**config.mk**
```make
export PLATFORM = sky130hd
export DESIGN_NAME = puf_burst_sequencer_flat
export DESIGN_NICKNAME = d
export VERILOG_FILES = /design/src/rtl/puf_burst_sequencer_if.sv /design/src/rtl/puf_burst_sequencer.sv /design/src/flat_wrapper.sv
export SDC_FILE = /design/constraint.sdc
export NUM_CORES = 1
export LEC_CHECK = 0
export CORE_MARGIN = 8
export CORE_UTILIZATION = 47
export CTS_BUF_LIST = sky130_fd_sc_hd__clkbuf_4 sky130_fd_sc_hd__clkbuf_8
export DETAILED_ROUTE_END_ITERATION = 8
export PLACE_DENSITY_LB_ADDON = 0.12
export SYNTH_ARGS = -nofsm -noshare
export SYNTH_HDL_FRONTEND = slang
export SYNTH_SLANG_ARGS = --single-unit
export TNS_END_PERCENT = 20
```
**constraint.sdc**
```tcl
create_clock -name clk -period 3.47 [get_ports clk]
set_clock_uncertainty 0.05 [all_clocks]
set_input_delay 0.694 -clock clk [delete_from_list [all_inputs] [get_ports clk]]
set_output_delay 0.694 -clock clk [all_outputs]
set_load 0.01 [all_outputs]
```
**src/rtl/puf_burst_sequencer_if.sv**
```systemverilog
// ---------------------------------------------------------------------------
// puf_burst_sequencer_if
// Bundles the control, configuration, status and both AXI-Stream legs of the
// burst sequencer.
//   slave  modport : the sequencer itself
//   master modport : whoever drives it (host register file + radio + usrp2puf)
// Signals:
//   start, abort                 1-cycle control pulses
//   cfg_burst_len/gap_len/num_bursts  sequence configuration (CNT_WIDTH)
//   in_tdata/in_tvalid/in_tready      upstream IQ stream, tdata = {I,Q}
//   out_tdata/out_tvalid/out_tlast/out_tready  downstream stream
//   busy, done, cfg_err, burst_idx, discard_cnt  status
// Handshake: a transfer happens on a rising clk edge where tvalid && tready
// are both high; tdata/tlast are only meaningful while tvalid is high.
// ---------------------------------------------------------------------------
interface puf_burst_sequencer_if #(
  parameter int DATA_WIDTH = 16,
  parameter int CNT_WIDTH  = 16
) ();
  logic                    start;
  logic                    abort;
  logic [CNT_WIDTH-1:0]    cfg_burst_len;
  logic [CNT_WIDTH-1:0]    cfg_gap_len;
  logic [CNT_WIDTH-1:0]    cfg_num_bursts;
  logic [2*DATA_WIDTH-1:0] in_tdata;
  logic                    in_tvalid;
  logic                    in_tready;
  logic [2*DATA_WIDTH-1:0] out_tdata;
  logic                    out_tvalid;
  logic                    out_tlast;
  logic                    out_tready;
  logic                    busy;
  logic                    done;
  logic                    cfg_err;
  logic [CNT_WIDTH-1:0]    burst_idx;
  logic [31:0]             discard_cnt;

  modport slave (
    input  start, abort, cfg_burst_len, cfg_gap_len, cfg_num_bursts,
    input  in_tdata, in_tvalid, out_tready,
    output in_tready, out_tdata, out_tvalid, out_tlast,
    output busy, done, cfg_err, burst_idx, discard_cnt
  );

  modport master (
    output start, abort, cfg_burst_len, cfg_gap_len, cfg_num_bursts,
    output in_tdata, in_tvalid, out_tready,
    input  in_tready, out_tdata, out_tvalid, out_tlast,
    input  busy, done, cfg_err, burst_idx, discard_cnt
  );
endinterface

```
**src/rtl/puf_burst_sequencer.sv**
```systemverilog
// ---------------------------------------------------------------------------
// puf_burst_sequencer
// Cuts the radio RX IQ stream into NUM_BURSTS packets of BURST_LEN samples
// (tlast on each packet's final beat) and drops GAP_LEN samples between
// packets. Started and configured by the host register file.
// Ports:
//   clk          clock
//   reset        asynchronous, active-low reset
//   bus          puf_burst_sequencer_if.slave (control, config, streams, status)
//   dbg_state_o  current FSM state (0 IDLE, 1 BURST, 2 GAP)
// Build option:
//   PUF_SEQ_DISCARD_CNT_EN  when defined, discard_cnt counts dropped GAP
//                           samples (saturating); otherwise it is tied to 0.
// Handshake: valid/ready AXI-Stream; a beat is tvalid && tready on a rising
// edge. During BURST the stream passes through combinationally, so
// in_tready follows out_tready and no sample is ever buffered or dropped.
// ---------------------------------------------------------------------------
module puf_burst_sequencer #(
  parameter int DATA_WIDTH = 16,
  parameter int CNT_WIDTH  = 16
) (
  input  logic                 clk,
  input  logic                 reset,
  puf_burst_sequencer_if.slave bus,
  output logic [1:0]           dbg_state_o
);

  typedef enum logic [1:0] {
    S_IDLE  = 2'd0,
    S_BURST = 2'd1,
    S_GAP   = 2'd2
  } state_t;

  localparam logic [CNT_WIDTH-1:0] ONE = {{(CNT_WIDTH-1){1'b0}}, 1'b1};

  state_t               state_q;
  logic [CNT_WIDTH-1:0] burst_len_q;
  logic [CNT_WIDTH-1:0] gap_len_q;
  logic [CNT_WIDTH-1:0] num_bursts_q;
  logic [CNT_WIDTH-1:0] smp_cnt_q;
  logic [CNT_WIDTH-1:0] gap_cnt_q;
  logic [CNT_WIDTH-1:0] burst_idx_q;
  logic                 abort_pend_q;
  logic                 done_q;
  logic                 cfg_err_q;

  logic start_ok;
  logic start_bad;
  logic beat;
  logic tlast;
  logic final_burst;
  logic gap_last;

  // abort in the same cycle as start wins, so the start is not even rejected
  assign start_ok  = (state_q == S_IDLE) && bus.start && !bus.abort &&
                     (bus.cfg_burst_len != '0);
  assign start_bad = (state_q == S_IDLE) && bus.start && !bus.abort &&
                     (bus.cfg_burst_len == '0);

  assign beat        = bus.in_tvalid && bus.out_tready;
  // burst_len_q is never 0 once latched, so the subtraction cannot wrap
  assign tlast       = (state_q == S_BURST) &&
                       ((smp_cnt_q == burst_len_q - ONE) || abort_pend_q);
  assign final_burst = (num_bursts_q != '0) && (burst_idx_q == num_bursts_q - ONE);
  assign gap_last    = (gap_cnt_q == gap_len_q - ONE);

  always_comb begin
    bus.in_tready  = 1'b0;
    bus.out_tvalid = 1'b0;
    bus.out_tdata  = {(2*DATA_WIDTH){1'b0}};
    unique case (state_q)
      S_BURST: begin
        bus.in_tready  = bus.out_tready;
        bus.out_tvalid = bus.in_tvalid;
        bus.out_tdata  = bus.in_tdata;
      end
      S_GAP: begin
        bus.in_tready = 1'b1;
      end
      default: begin
      end
    endcase
  end

  assign bus.out_tlast = tlast;
  assign bus.busy      = (state_q != S_IDLE);
  assign bus.done      = done_q;
  assign bus.cfg_err   = cfg_err_q;
  assign bus.burst_idx = burst_idx_q;
  assign dbg_state_o   = state_q;

  always_ff @(posedge clk or negedge reset) begin
    if (!reset) begin
      state_q      <= S_IDLE;
      burst_len_q  <= '0;
      gap_len_q    <= '0;
      num_bursts_q <= '0;
      smp_cnt_q    <= '0;
      gap_cnt_q    <= '0;
      burst_idx_q  <= '0;
      abort_pend_q <= 1'b0;
      done_q       <= 1'b0;
      cfg_err_q    <= 1'b0;
    end else begin
      done_q    <= 1'b0;
      cfg_err_q <= 1'b0;
      unique case (state_q)
        S_IDLE: begin
          if (start_ok) begin
            burst_len_q  <= bus.cfg_burst_len;
            gap_len_q    <= bus.cfg_gap_len;
            num_bursts_q <= bus.cfg_num_bursts;
            smp_cnt_q    <= '0;
            gap_cnt_q    <= '0;
            burst_idx_q  <= '0;
            abort_pend_q <= 1'b0;
            state_q      <= S_BURST;
          end else if (start_bad) begin
            cfg_err_q <= 1'b1;
          end
        end
        S_BURST: begin
          if (beat && tlast) begin
            smp_cnt_q    <= '0;
            gap_cnt_q    <= '0;
            abort_pend_q <= 1'b0;
            // A pending abort ends here; reaching the last burst counts as a
            // normal finish even if abort arrives on this very beat. An abort
            // landing on an ordinary packet boundary stops immediately since
            // the packet is already closed.
            if (abort_pend_q) begin
              state_q <= S_IDLE;
            end else if (final_burst) begin
              state_q <= S_IDLE;
              done_q  <= 1'b1;
            end else if (bus.abort) begin
              state_q <= S_IDLE;
            end else if (gap_len_q != '0) begin
              state_q <= S_GAP;
            end else begin
              burst_idx_q <= burst_idx_q + ONE;
            end
          end else begin
            if (beat) begin
              smp_cnt_q <= smp_cnt_q + ONE;
            end
            if (bus.abort) begin
              abort_pend_q <= 1'b1;
            end
          end
        end
        S_GAP: begin
          if (bus.abort) begin
            state_q <= S_IDLE;
          end else if (bus.in_tvalid) begin
            if (gap_last) begin
              state_q     <= S_BURST;
              burst_idx_q <= burst_idx_q + ONE;
            end else begin
              gap_cnt_q <= gap_cnt_q + ONE;
            end
          end
        end
        default: begin
          state_q <= S_IDLE;
        end
      endcase
    end
  end

`ifdef PUF_SEQ_DISCARD_CNT_EN
  logic [31:0] discard_q;

  always_ff @(posedge clk or negedge reset) begin
    if (!reset) begin
      discard_q <= '0;
    end else if (start_ok) begin
      discard_q <= '0;
    end else if ((state_q == S_GAP) && bus.in_tvalid && (discard_q != 32'hFFFF_FFFF)) begin
      discard_q <= discard_q + 32'd1;
    end
  end

  assign bus.discard_cnt = discard_q;
`else
  assign bus.discard_cnt = 32'd0;
`endif

endmodule
```
**src/flat_wrapper.sv**
```systemverilog
// flat-port wrapper written by rule: the top's interface ports become plain ports
module puf_burst_sequencer_flat 
#(
  parameter int DATA_WIDTH = 16,
  parameter int CNT_WIDTH  = 16
)
  (clk, reset, dbg_state_o, bus_start, bus_abort, bus_cfg_burst_len, bus_cfg_gap_len, bus_cfg_num_bursts, bus_in_tdata, bus_in_tvalid, bus_out_tready, bus_in_tready, bus_out_tdata, bus_out_tvalid, bus_out_tlast, bus_busy, bus_done, bus_cfg_err, bus_burst_idx, bus_discard_cnt);
  puf_burst_sequencer_if #(.DATA_WIDTH(DATA_WIDTH), .CNT_WIDTH(CNT_WIDTH)) bus_i ();
  input  logic clk;
  input  logic reset;
  output logic [1:0] dbg_state_o;
  input wire logic [$bits(bus_i.start)-1:0] bus_start;
  input wire logic [$bits(bus_i.abort)-1:0] bus_abort;
  input wire logic [$bits(bus_i.cfg_burst_len)-1:0] bus_cfg_burst_len;
  input wire logic [$bits(bus_i.cfg_gap_len)-1:0] bus_cfg_gap_len;
  input wire logic [$bits(bus_i.cfg_num_bursts)-1:0] bus_cfg_num_bursts;
  input wire logic [$bits(bus_i.in_tdata)-1:0] bus_in_tdata;
  input wire logic [$bits(bus_i.in_tvalid)-1:0] bus_in_tvalid;
  input wire logic [$bits(bus_i.out_tready)-1:0] bus_out_tready;
  output wire logic [$bits(bus_i.in_tready)-1:0] bus_in_tready;
  output wire logic [$bits(bus_i.out_tdata)-1:0] bus_out_tdata;
  output wire logic [$bits(bus_i.out_tvalid)-1:0] bus_out_tvalid;
  output wire logic [$bits(bus_i.out_tlast)-1:0] bus_out_tlast;
  output wire logic [$bits(bus_i.busy)-1:0] bus_busy;
  output wire logic [$bits(bus_i.done)-1:0] bus_done;
  output wire logic [$bits(bus_i.cfg_err)-1:0] bus_cfg_err;
  output wire logic [$bits(bus_i.burst_idx)-1:0] bus_burst_idx;
  output wire logic [$bits(bus_i.discard_cnt)-1:0] bus_discard_cnt;
  assign bus_i.start = bus_start;
  assign bus_i.abort = bus_abort;
  assign bus_i.cfg_burst_len = bus_cfg_burst_len;
  assign bus_i.cfg_gap_len = bus_cfg_gap_len;
  assign bus_i.cfg_num_bursts = bus_cfg_num_bursts;
  assign bus_i.in_tdata = bus_in_tdata;
  assign bus_i.in_tvalid = bus_in_tvalid;
  assign bus_i.out_tready = bus_out_tready;
  assign bus_in_tready = bus_i.in_tready;
  assign bus_out_tdata = bus_i.out_tdata;
  assign bus_out_tvalid = bus_i.out_tvalid;
  assign bus_out_tlast = bus_i.out_tlast;
  assign bus_busy = bus_i.busy;
  assign bus_done = bus_i.done;
  assign bus_cfg_err = bus_i.cfg_err;
  assign bus_burst_idx = bus_i.burst_idx;
  assign bus_discard_cnt = bus_i.discard_cnt;
  puf_burst_sequencer #(.DATA_WIDTH(DATA_WIDTH), .CNT_WIDTH(CNT_WIDTH)) u_core (.clk(clk), .reset(reset), .bus(bus_i), .dbg_state_o(dbg_state_o));
endmodule
```
# == Word-level counts from Yosys, hierarchy flattened ==
# Index checks and enable logic that the tools add are counted.
# totals
ff_bits,101
input_bits,86
# op_classes
eq_ne,20
n_reduce_logical,24
n_mux,42
n_addsub,6
# ops
operator,n
2-to-1 mux 16 bit,15
one-hot mux 16 bit (3 select lines),2
adder 16 x 1 -> 16 bit (second input constant),3
== test 16 bit,3
nonzero test 16 bit,3
subtractor 16 x 1 -> 16 bit (second input constant),3
2-to-1 mux 32 bit,1
one-hot mux 16 bit (2 select lines),1
2-to-1 mux 2 bit,9
zero test 16 bit,1
!= test 2 bit (second input constant),8
2-to-1 mux 1 bit,11
AND reduction 10 bit,1
logical AND 1 bit,8
!= test 3 x 2 -> 1 bit (second input constant),2
!= test 3 bit (second input constant),2
one-hot mux 2 bit (3 select lines),1
AND reduction 3 bit,2
AND reduction 6 bit,1
!= test 5 x 3 -> 1 bit (second input constant),1
AND reduction 5 bit,1
!= test 2 x 1 -> 1 bit (second input constant),2
one-hot mux 1 bit (2 select lines),2
nonzero test 2 bit,2
other kinds (7),7

# == Depth between registers and ports, before layout ==
# depth
depth_word,7
mapped_depth,14
ltp_nobuf,11

# == Worst setup path before layout ==
# No wires, ideal clock.
# synth_path
kind,flip-flop to flip-flop
startpoint,register u_core.burst_len_q[0]
endpoint,register u_core.gap_cnt_q[14]
path_stages_with_launch,14
required_ns,3.347
t_arrival_ns,3.366
path_slack_ns,-0.019
path_cell_list,dfrtp_1 > inv_1 > ha_1 > or4b_1 > buf_2 > or4_1 > o21ai_1 > o211ai_1 > a2111oi_2 > a41o_1 > buf_6 > nand3_4 > or4_4 > a21oi_2
# synth_between
elab_chain_len,7
# synth_rtl
item,line,source
start: declaration,puf_burst_sequencer.sv:37,logic [CNT_WIDTH-1:0] burst_len_q;
start signal: assignment,puf_burst_sequencer.sv:110,burst_len_q <= bus.cfg_burst_len;
subtractor 16 x 1 -> 16 bit,puf_burst_sequencer.sv:63,((smp_cnt_q == burst_len_q - ONE) || abort_pend_q);
== test 16 bit,puf_burst_sequencer.sv:63,
logical OR 1 bit,puf_burst_sequencer.sv:63,
logical AND 1 bit,puf_burst_sequencer.sv:62,assign tlast = (state_q == S_BURST) &&
logical AND 1 bit,puf_burst_sequencer.sv:123,if (beat && tlast) begin
!= test 2 bit (no source line),-,
AND reduction 6 bit (no source line),-,
end signal: assignment,puf_burst_sequencer.sv:160,gap_cnt_q <= gap_cnt_q + ONE;
end: declaration,puf_burst_sequencer.sv:41,logic [CNT_WIDTH-1:0] gap_cnt_q;
# Every way passes these cells.
# A chain may end at the register's enable or synchronous reset.

# == Final worst setup path ==
# layout_path
startpoint,register u_core.burst_len_q[0]
endpoint,output bus_out_tlast
# layout_between
elab_chain_len,4
# layout_rtl
item,line,source
subtractor 16 x 1 -> 16 bit,puf_burst_sequencer.sv:63,
== test 16 bit,puf_burst_sequencer.sv:63,
logical OR 1 bit,puf_burst_sequencer.sv:63,
logical AND 1 bit,puf_burst_sequencer.sv:62,
end: declaration,flat_wrapper.sv:23,output wire logic [$bits(bus_i.out_tlast)-1:0] bus_out_tlast;
# Every way passes these cells.

==> run metrics <==
commonest non-fill, non-tap cell in the layout=clkdlybuf4s50_1; RSZ-0062 raised after global routing=true; Post-DP Area=around 9000 um2; CP endpoint=bus_out_tlast; commonest cells after routing, fill and taps aside=139 x clkdlybuf4s50_1, 101 x dfrtp_1, 66 x buf_4; largest net degree at the start of global routing=50; drt pass-1 iters=6; Static Leakage=about 0.0039 uW; P_int=3818 uW; Worst EP arrival=about 3.1 ns; synth top area cells=dfrtp_1 35%, mux2_2 7.9%, xnor2_1 5.0%, xor2_1 4.4%, buf_4 3.4%; Hold Path Class=in2async; core box area=around 15000 um2; starting density of the core=between 40% and 50%; slowest library cell on the worst path=or4b_2; Cell variety after synth=77; Avg Cell Area, Syn=between 9 and 10 um2; Overall Power=about 6600 uW; worst setup margin=-0.3420 ns; Critical Path Max Stage Delay=0.64 ns; Psw=about 2800 uW; IO Count=approximately 170; Primary FF master, synth=dfrtp_1; sw frac=42.04%; CP Max Fanout=2; CP startpoint=u_core.burst_len_q[0]$_DFFE_PN0P_; Reg clk slew, reported paths=0.09 ns; Hold WS=0.2723 ns; DR WL/cell=between 15 and 20 um; RR Startpoint=u_core.burst_len_q[0]$_DFFE_PN0P_; fin. max-slew vios=0; Detail Route Antenna Nets=0; synthesized cell area=7123 um2; cells along the critical path=buf_4 -> or3_1 -> nor4_2 -> xnor2_1 -> or4b_2 -> a2111oi_4 -> or2_4 -> and2_1 -> buf_2; Core Rows=45; cells after synthesis=roughly 800; slew of the pin with the lowest slew margin=0.6450 ns; vias in the first global route=6651; via density per instance=about 5.7; Die H=around 140 um; hpwl dp=roughly 17000 um; I/O Buffers=between 100 and 150; ys async rst share=100.0%; starting DRC count in detailed routing=401; Inserted Clock Buffers=9; upper clock frequency limit=262.3 MHz; WP data required=2.73 ns; failing checks=setup timing; Peak VDD IR=~440 uV; CTS tree=built; startpoint types=flip-flop; GPL Wtd Cong=between 1 and 1.5; count of final setup violators=30; final design utilization=63.90%; clock latency on the worst-skew pair=around 0.39 ns; min cycle time layout=between 3 and 4 ns; post-route cell area=just under 10000 um2; reg2reg end=u_core.gap_cnt_q[14]$_DFFE_PN0P_; status=finished with violations; die area=19350 um2; CP Class=reg2out; Die Wd=139.1 um; reg2reg path depth=12; Root Driver=clkbuf_8; Total GRT Usage=about 22%; Max Cap Viol=0; part of the cycle the worst path needs=109.9%; area leader, netlist=dfrtp_1; Final Hold Violating Endpoints=0; H-tree depth=3; fin nets=approximately 1100; Remaining Overflow, GRT=0; area grow syn2layout=34.87%; first-pass GRT wire length=about 34000 um; Vias=about 6600; Clock Path Buffers=2; # diodes=0; initial antenna violation count=0; Synth warnings=0; Synth Register Bits=just over 100; worst relative slew slack=between 50% and 60%; Post-synth EDFFs=0; setup slack, reg-to-reg=-0.18 ns; Seq pwr share=29.0%; final wirelength=about 21000 um; CP endpoint kind=output pin; TNS Setup=-3.399 ns; drt drc=0; ratio of total power to cell area=approximately 690 nW/um2; Logic pwr share=about three fifths; share of cells above drive strength 1=between 20% and 30%; Yosys top cell area share=between 30 and 40%; Clock power frac=between 10% and 20%; CTS sink count=around 100; register area share after synthesis=35.48%
-- synth_stat cells (all sizes together), types with 4 or more instances --
library cell	count
a2111o	4
a211oi	4
a21oi	27
a31oi	10
and2	40
and3	14
buf	40
clkbuf	32
dfrtp	101
ha	11
inv	24
mux2	50
mux2i	4
nand2	41
nand2b	8
nand3	31
nand3b	7
nand4	15
nand4b	7
nor2	57
nor3	18
nor4	18
o211ai	4
o21ai	39
o31ai	10
or2	7
or3	12
or4	12
xnor2	41
xor2	36
-- power by group through the flow --
stage               clock [uW]  combinational [uW]  sequential [uW]
detailed placement           0                3470             1920
floorplan                    0                2140             1840
global route               859                4200             1970
global placement             0                3380             1900
finish                     789                3890             1910
CTS                        818                3700             1900
-- sequential cells by signal, indices dropped and copies added, names as in the netlist --
signal,count
u_core.abort_pend_q,1
u_core.burst_len_q,16
u_core.bus.burst_idx,16
u_core.bus.cfg_err,1
u_core.bus.done,1
u_core.dbg_state_o,2
u_core.gap_cnt_q,16
u_core.gap_len_q,16
u_core.num_bursts_q,16
u_core.smp_cnt_q,16
-- kinds of logic after synthesis --
kind of cell	share of synthesized area (%)
and+or+nand+nor	24.33
AOI/OAI and AO/OA	13.23
DFF	35.48
buffers and inverters	7.044
xor gates and xnor gates	9.468
muxes	8.467
adders and majority gates	1.932
other	0.05265
-- critical path, delay by kind of cell (launching register included) --
kind / cells / cell delay (ns)
buffers and inverters: 2 / 0.27
xor gates and xnor gates: 1 / 0.14
AOI/OAI and AO/OA: 1 / 0.39
and+or+nand+nor: 5 / 1.50
DFF: 1 / 0.40
-- per-layer routing --
metal,vias up,wire length (um),GRT usage (%),share of wire [%]
li1,3130,-,-,-
met1,3235,9446,28.29,44
met2,227,10370,35.61,48
met3,19,1361,5.301,6.4
met4,0,240,5.084,1.1
met5,-,0,0,0
-- per-stage QoR --
stage	setup slack, ns	cells
after floorplan	0.02997	811
after global placement	-0.3610	1137
after detailed placement	-0.4594	1137
after CTS	-0.4400	1161
after global routing	-0.4991	1165
final	-0.3420	1165
-- repair_timing --
action / CTS / global route
resized for setup: 53 / 35
pin swaps: 21 / 10
hold endpoints to repair: 0 / 0
gates cloned: 3 / 0
hold buffers: 0 / 0
endpoints found under the setup margin: 50 / 52
setup buffers: 6 / 4
-- worst min path at each step --
stage,cells after the start,end
2_1_floorplan,0,u_core.abort_pend_q$_DFFE_PN0P_
3_3_place_gp,1,u_core.burst_len_q[1]$_DFFE_PN0P_
3_5_place_dp,1,u_core.burst_len_q[1]$_DFFE_PN0P_
4_1_cts,1,u_core.num_bursts_q[10]$_DFFE_PN0P_
5_1_grt,1,u_core.num_bursts_q[10]$_DFFE_PN0P_
6_report,1,u_core.num_bursts_q[10]$_DFFE_PN0P_
-- final cells by class --
type                       instances  area [um2]
multi-input combinational        614        4452
tap                              188       235.2
timing repair buffer             222        2096
clock buffer                      10       137.6
clock inverter                     6       68.82
inverter                          24       90.09
fill                            1279        5426
sequential                       101        2527
Note: power is estimated with default switching activity, not from simulation.
